==> src/rtl/param_seq_alu.sv <==
// Sequential ALU: single-cycle arithmetic/logic ops plus a WIDTH-cycle
// shift-add unsigned multiplier, with registered result and flags.
module param_seq_alu #(
  parameter int WIDTH = 16,
  parameter int CNTW  = $clog2(WIDTH) + 1
) (
  input  logic             clk,
  input  logic             rst,
  input  logic             start,
  input  logic [WIDTH-1:0] inA,
  input  logic [WIDTH-1:0] inB,
  input  logic             inc,
  input  logic [2:0]       opc,
  output logic             busy,
  output logic             done,
  output logic [WIDTH-1:0] w,
  output logic             zer,
  output logic             neg,
  output logic             cout
);

  typedef enum logic {
    S_IDLE,
    S_MUL
  } state_t;

  localparam logic [2:0] OP_MUL = 3'b110;

  state_t state;
  state_t state_nxt;

  logic [CNTW-1:0]    cnt;
  logic [2*WIDTH-1:0] acc;
  logic [2*WIDTH-1:0] mcd;
  logic [2*WIDTH-1:0] acc_nxt;
  logic [WIDTH-1:0]   mpl;

  logic             accept;
  logic             last;
  logic [WIDTH:0]   sum;
  logic [WIDTH:0]   dif;
  logic [WIDTH-1:0] res;
  logic             res_c;

  assign busy    = (state == S_MUL);
  assign accept  = start && (state == S_IDLE);
  assign last    = (state == S_MUL) && (cnt == CNTW'(WIDTH - 1));
  assign acc_nxt = mpl[0] ? acc + mcd : acc;

  assign sum = {1'b0, inA} + {1'b0, inB} + {{WIDTH{1'b0}}, inc};
  assign dif = {1'b0, inA} - {1'b0, inB} - {{WIDTH{1'b0}}, inc};

  always_comb begin
    res   = '0;
    res_c = 1'b0;
    unique case (opc)
      3'b000: begin
        res   = sum[WIDTH-1:0];
        res_c = sum[WIDTH];
      end
      3'b001: begin
        res   = dif[WIDTH-1:0];
        res_c = dif[WIDTH];
      end
      3'b010: res = inA & inB;
      3'b011: res = inA | inB;
      3'b100: res = inA ^ inB;
      3'b101: begin
        res   = {inA[WIDTH-2:0], inc};
        res_c = inA[WIDTH-1];
      end
      3'b110: res = '0;
      3'b111: res = {{(WIDTH-1){1'b0}}, $signed(inA) < $signed(inB)};
    endcase
  end

  always_comb begin
    state_nxt = state;
    unique case (state)
      S_IDLE: if (accept && opc == OP_MUL) state_nxt = S_MUL;
      S_MUL:  if (last) state_nxt = S_IDLE;
    endcase
  end

  always_ff @(posedge clk) begin
    if (rst) state <= S_IDLE;
    else     state <= state_nxt;
  end

  always_ff @(posedge clk) begin
    if (rst) begin
      w    <= '0;
      zer  <= 1'b1;
      neg  <= 1'b0;
      cout <= 1'b0;
      done <= 1'b0;
      cnt  <= '0;
      acc  <= '0;
      mcd  <= '0;
      mpl  <= '0;
    end else begin
      done <= 1'b0;
      if (accept) begin
        if (opc == OP_MUL) begin
          acc <= '0;
          cnt <= '0;
          mcd <= {{WIDTH{1'b0}}, inA};
          mpl <= inB;
        end else begin
          w    <= res;
          zer  <= (res == '0);
          neg  <= res[WIDTH-1];
          cout <= res_c;
          done <= 1'b1;
        end
      end else if (state == S_MUL) begin
        acc <= acc_nxt;
        mcd <= mcd << 1;
        mpl <= mpl >> 1;
        cnt <= cnt + CNTW'(1);
        // final iteration: publish product straight from the adder
        if (last) begin
          w    <= acc_nxt[WIDTH-1:0];
          zer  <= (acc_nxt[WIDTH-1:0] == '0);
          neg  <= acc_nxt[WIDTH-1];
          cout <= |acc_nxt[2*WIDTH-1:WIDTH];
          done <= 1'b1;
        end
      end
    end
  end

endmodule

==> config.mk <==
export PLATFORM = sky130hd
export DESIGN_NAME = param_seq_alu
export DESIGN_NICKNAME = d
export VERILOG_FILES = /design/src/rtl/param_seq_alu.sv
export SDC_FILE = /design/constraint.sdc
export NUM_CORES = 1
export LEC_CHECK = 0
export ABC_AREA = 1
export CAP_MARGIN = 20
export CORE_MARGIN = 5
export CORE_UTILIZATION = 60
export CTS_BUF_LIST = sky130_fd_sc_hd__clkbuf_4 sky130_fd_sc_hd__clkbuf_8
export DETAILED_ROUTE_END_ITERATION = 12
export MAX_ROUTING_LAYER = met4
export PLACE_DENSITY = 0.8
export SETUP_SLACK_MARGIN = 0.3
export SYNTH_ARGS = -nofsm -noshare
export SYNTH_HDL_FRONTEND = slang
export SYNTH_SLANG_ARGS = --single-unit
export TNS_END_PERCENT = 10
==> constraint.sdc <==
create_clock -name clk -period 3.7 [get_ports clk]
set_clock_uncertainty 0.1 [all_clocks]
set_input_delay 1.11 -clock clk [delete_from_list [all_inputs] [get_ports clk]]
set_output_delay 1.11 -clock clk [all_outputs]
set_load 0.02 [all_outputs]
==> flow_summary.toml, run 1 <==
[outcome]
status = "finished, final reports clean"

[finish]
instances_no_fill = 2186
layout_commonest_cell = "nand2_1"
utilization_pct = 77.0
final_cell_mix = "nand2_1, inv_1, buf_4"
multi_input_comb_area_um2 = 7550
fillers = 1416
seqCellArea_um2 = 2100
nets = 2111
design_area_um2 = 13100
drive_gt1_share_pct = 17.4
syn_to_final_growth_pct = 27.5

[global_route]
grt_pass1_wl_um = 56400
grt_max_degree = 56
overflow = 0
grt_pass1_vias = 11500
antenna_found_initial = 1
grt_usage_pct = 35.8

[sta]
fin_setup_tns_ps = 0
fmax_ghz = 0.304
worstMarginPinSlew_ps = 603
hold-worst-slack_ps = 376
rsz0062_at_grt = "yes"
setup_slack_ps = 416
finalCriticalPeriod_ps = 3280
final_max_slew_viol_count = 0
slew_headroom_pct = 59.8
finalCritPeriodShare_pct = 88.8
setup_viol = 0
hold_violations = 0

[clock_network]
clock-sinks = 105
cts_tree = "done"
path_clk_slew_ps = 110
htreeDepth = 3
worstSkewPairLatency_ps = 380
root_buffer = "clkbuf_8"
clockBufferDepth = 2
cts_buffers = 9

[drt]
first_iter_violations = 1277
wirelength_um = 35600
postRouteAntennaNets = 0
route.vias.total = 12200
wl_per_cell_um = 16.3
routed_via_density = 5.57
drc = 0
drt-pass1-iter-count = 6

[synth]
syn-cell-area_um2 = 10300
synth_ff_type = "dfxtp_1"
ys_warn_count = 0
synth_edf_count = 0
seq_area_frac_synth_pct = 20.4
synth_nets = 1918
synth_area_per_cell_um2 = 5.85
synthCells = 1763
async_reset_ff_share_pct = 0
ys_seq_elements = 105
yosysUniqueCellTypes = 41

[min_path]
hold_class = "flop to flop"

[floorplan]
ios = 60
num_rows = 48
core_area_um2 = 17100
die_w_um = 141
die-area_um2 = 19900
start_util_pct = 60.4
die_y_um = 141

[worst_setup_path]
r2r-start = "acc[0]$_SDFFE_PP0P_"
slowest_stage = "ha_4"
r2r_end = "cout$_SDFFE_PP0P_"
critPathRequiredTime_ps = 3910
critPathArrivalTime_ps = 3490
max_stage_delay_ps = 290
path_cells = "dlygate4sd2_1 -> inv_2 -> buf_4 -> ha_1 -> inv_1 -> ha_4 -> nand2_1 -> nor3_4 -> nand2_1 -> nand3_2 -> or2_2 -> nand3_1 -> nand2_1 -> a21oi_2 -> buf_4 -> buf_4 -> or2_2 -> a31oi_1"
start_kind = "input port"
worst-r2r-setup-slack_ps = 820
reg2reg_depth = 16
cp_max_fo = 4
critical_path_class = "input port to flop"
cp-endpoint = "w[6]$_SDFFE_PP0P_"
end_kind = "flop"
crit_path_start = "inA[4]"

[power]
internal-power_mw = 2.02
p_clk_share_pct = 21.4
seqPwrFrac_pct = 37.1
peakVddDrop_mv = 0.193
fin_total_pwr_mw = 3.25
powerDensity_nw_per_um2 = 248
leakagePower_nw = 6.70
p_switching_mw = 1.24
combinationalPowerShare_pct = 41.5
switching_share_pct = 38.0

[place]
placed_cell_area_um2 = 12200
numPortBuffers = 59
place_inst = 2156
dp_slack_ps = -366
place_hpwl_um = 27700
gp_congestion = 0.988

[job]
cap_violations = 0
-- per-layer routing --
layer / vias to the layer above / GRT usage (%) / routed length, µm
met1: 5508 / 44.0 / 14500
met2: 547 / 59.5 / 16900
met3: 101 / 4.21 / 2740
met5: - / - / 0
li1: 6013 / - / -
met4: 0 / 14.8 / 1480
-- flip-flops by register name, summed over array words and instances, names as in the netlist, 5 cells and up --
| register | count |
|---|---|
| acc | 32 |
| cnt | 5 |
| mcd | 32 |
| mpl | 16 |
| w | 15 |
-- cell type report --
| cell class | count | area share [%] |
|---|---|---|
| multi-input cells | 1333 | 57.5 |
| flip-flops and latches | 105 | 16.0 |
| repair buffers | 238 | 15.4 |
| inverters | 269 | 7.68 |
| well taps | 225 | 2.14 |
| clock buffers | 9 | 0.943 |
| clock inverters | 6 | 0.390 |
| diodes | 1 | 0.0190 |
-- how the worst min path moves through the flow --
stage,from,endpoint,cells after the start
6_report,mcd[23]$_SDFFE_PP0P_,mcd[24]$_SDFFE_PP0P_,2
2_1_floorplan,mpl[15]$_SDFFE_PP0P_,mpl[15]$_SDFFE_PP0P_,2
5_1_grt,mcd[15]$_SDFFE_PP0P_,mcd[16]$_SDFFE_PP0P_,2
4_1_cts,mcd[23]$_SDFFE_PP0P_,mcd[24]$_SDFFE_PP0P_,2
3_5_place_dp,mcd[31]$_SDFFE_PP0P_,mcd[31]$_SDFFE_PP0P_,2
3_3_place_gp,cnt[3]$_SDFFE_PP0P_,cnt[3]$_SDFFE_PP0P_,2
-- Yosys cell counts, types with 11 or more instances --
cell,count,share of area [%]
nor3_1,14,0.68
a31oi_1,44,2.7
nor2_1,116,4.2
nand4_1,12,0.73
o22ai_1,14,0.85
o21ai_0,82,4.0
nand2_1,636,23
dfxtp_1,105,20
ha_1,111,13
clkbuf_1,37,1.3
xnor2_1,13,1.1
a21oi_1,117,5.7
nand3_1,115,5.6
inv_1,261,9.5
buf_2,11,0.53
-- timing repair --
| action | CTS | global route |
|---|---|---|
| resized for setup | 73 | 105 |
| endpoints found under the setup margin | 8 | 9 |
| endpoints found under the hold margin | 0 | 0 |
| setup buffers | 6 | 8 |
| pin swaps | 14 | 27 |
| hold buffers | 0 | 0 |
-- worst max-delay path, delay by kind of cell --
| family | cells | cell delay (ps) |
|---|---|---|
| and+or+nand+nor | 8 | 960 |
| buffers and inverters | 6 | 810 |
| adders and majority gates | 2 | 420 |
| AOI/OAI and AO/OA | 2 | 190 |
-- cell families (layout without fill, tap and decap cells) --
group	Yosys count	after routing	share of synthesized area [%]
other	0	1	0
buffers and inverters	325	522	12.3
adder cells (fa/ha/maj)	116	116	14.4
AND/OR/NAND/NOR	912	912	35.7
AO/OA/AOI/OAI	286	286	15.6
XOR/XNOR	19	19	1.61
flip-flops	105	105	20.4
-- power by group through the flow --
stage / clock (mW) / combinational [mW] / sequential (mW)
floorplan: 0 / 0.599 / 1.24
global placement: 0 / 1.13 / 1.23
detailed placement: 0 / 1.14 / 1.23
CTS: 0.701 / 1.24 / 1.20
global route: 0.738 / 1.46 / 1.21
finish: 0.696 / 1.35 / 1.21
(Power assumes the default switching activity.)
==> run 2, diff against run 1 <==
- CAP_MARGIN: 20 -> 15
==> results of run 2 <==
Final layout, timing and power as in run 1 (identical DEF).
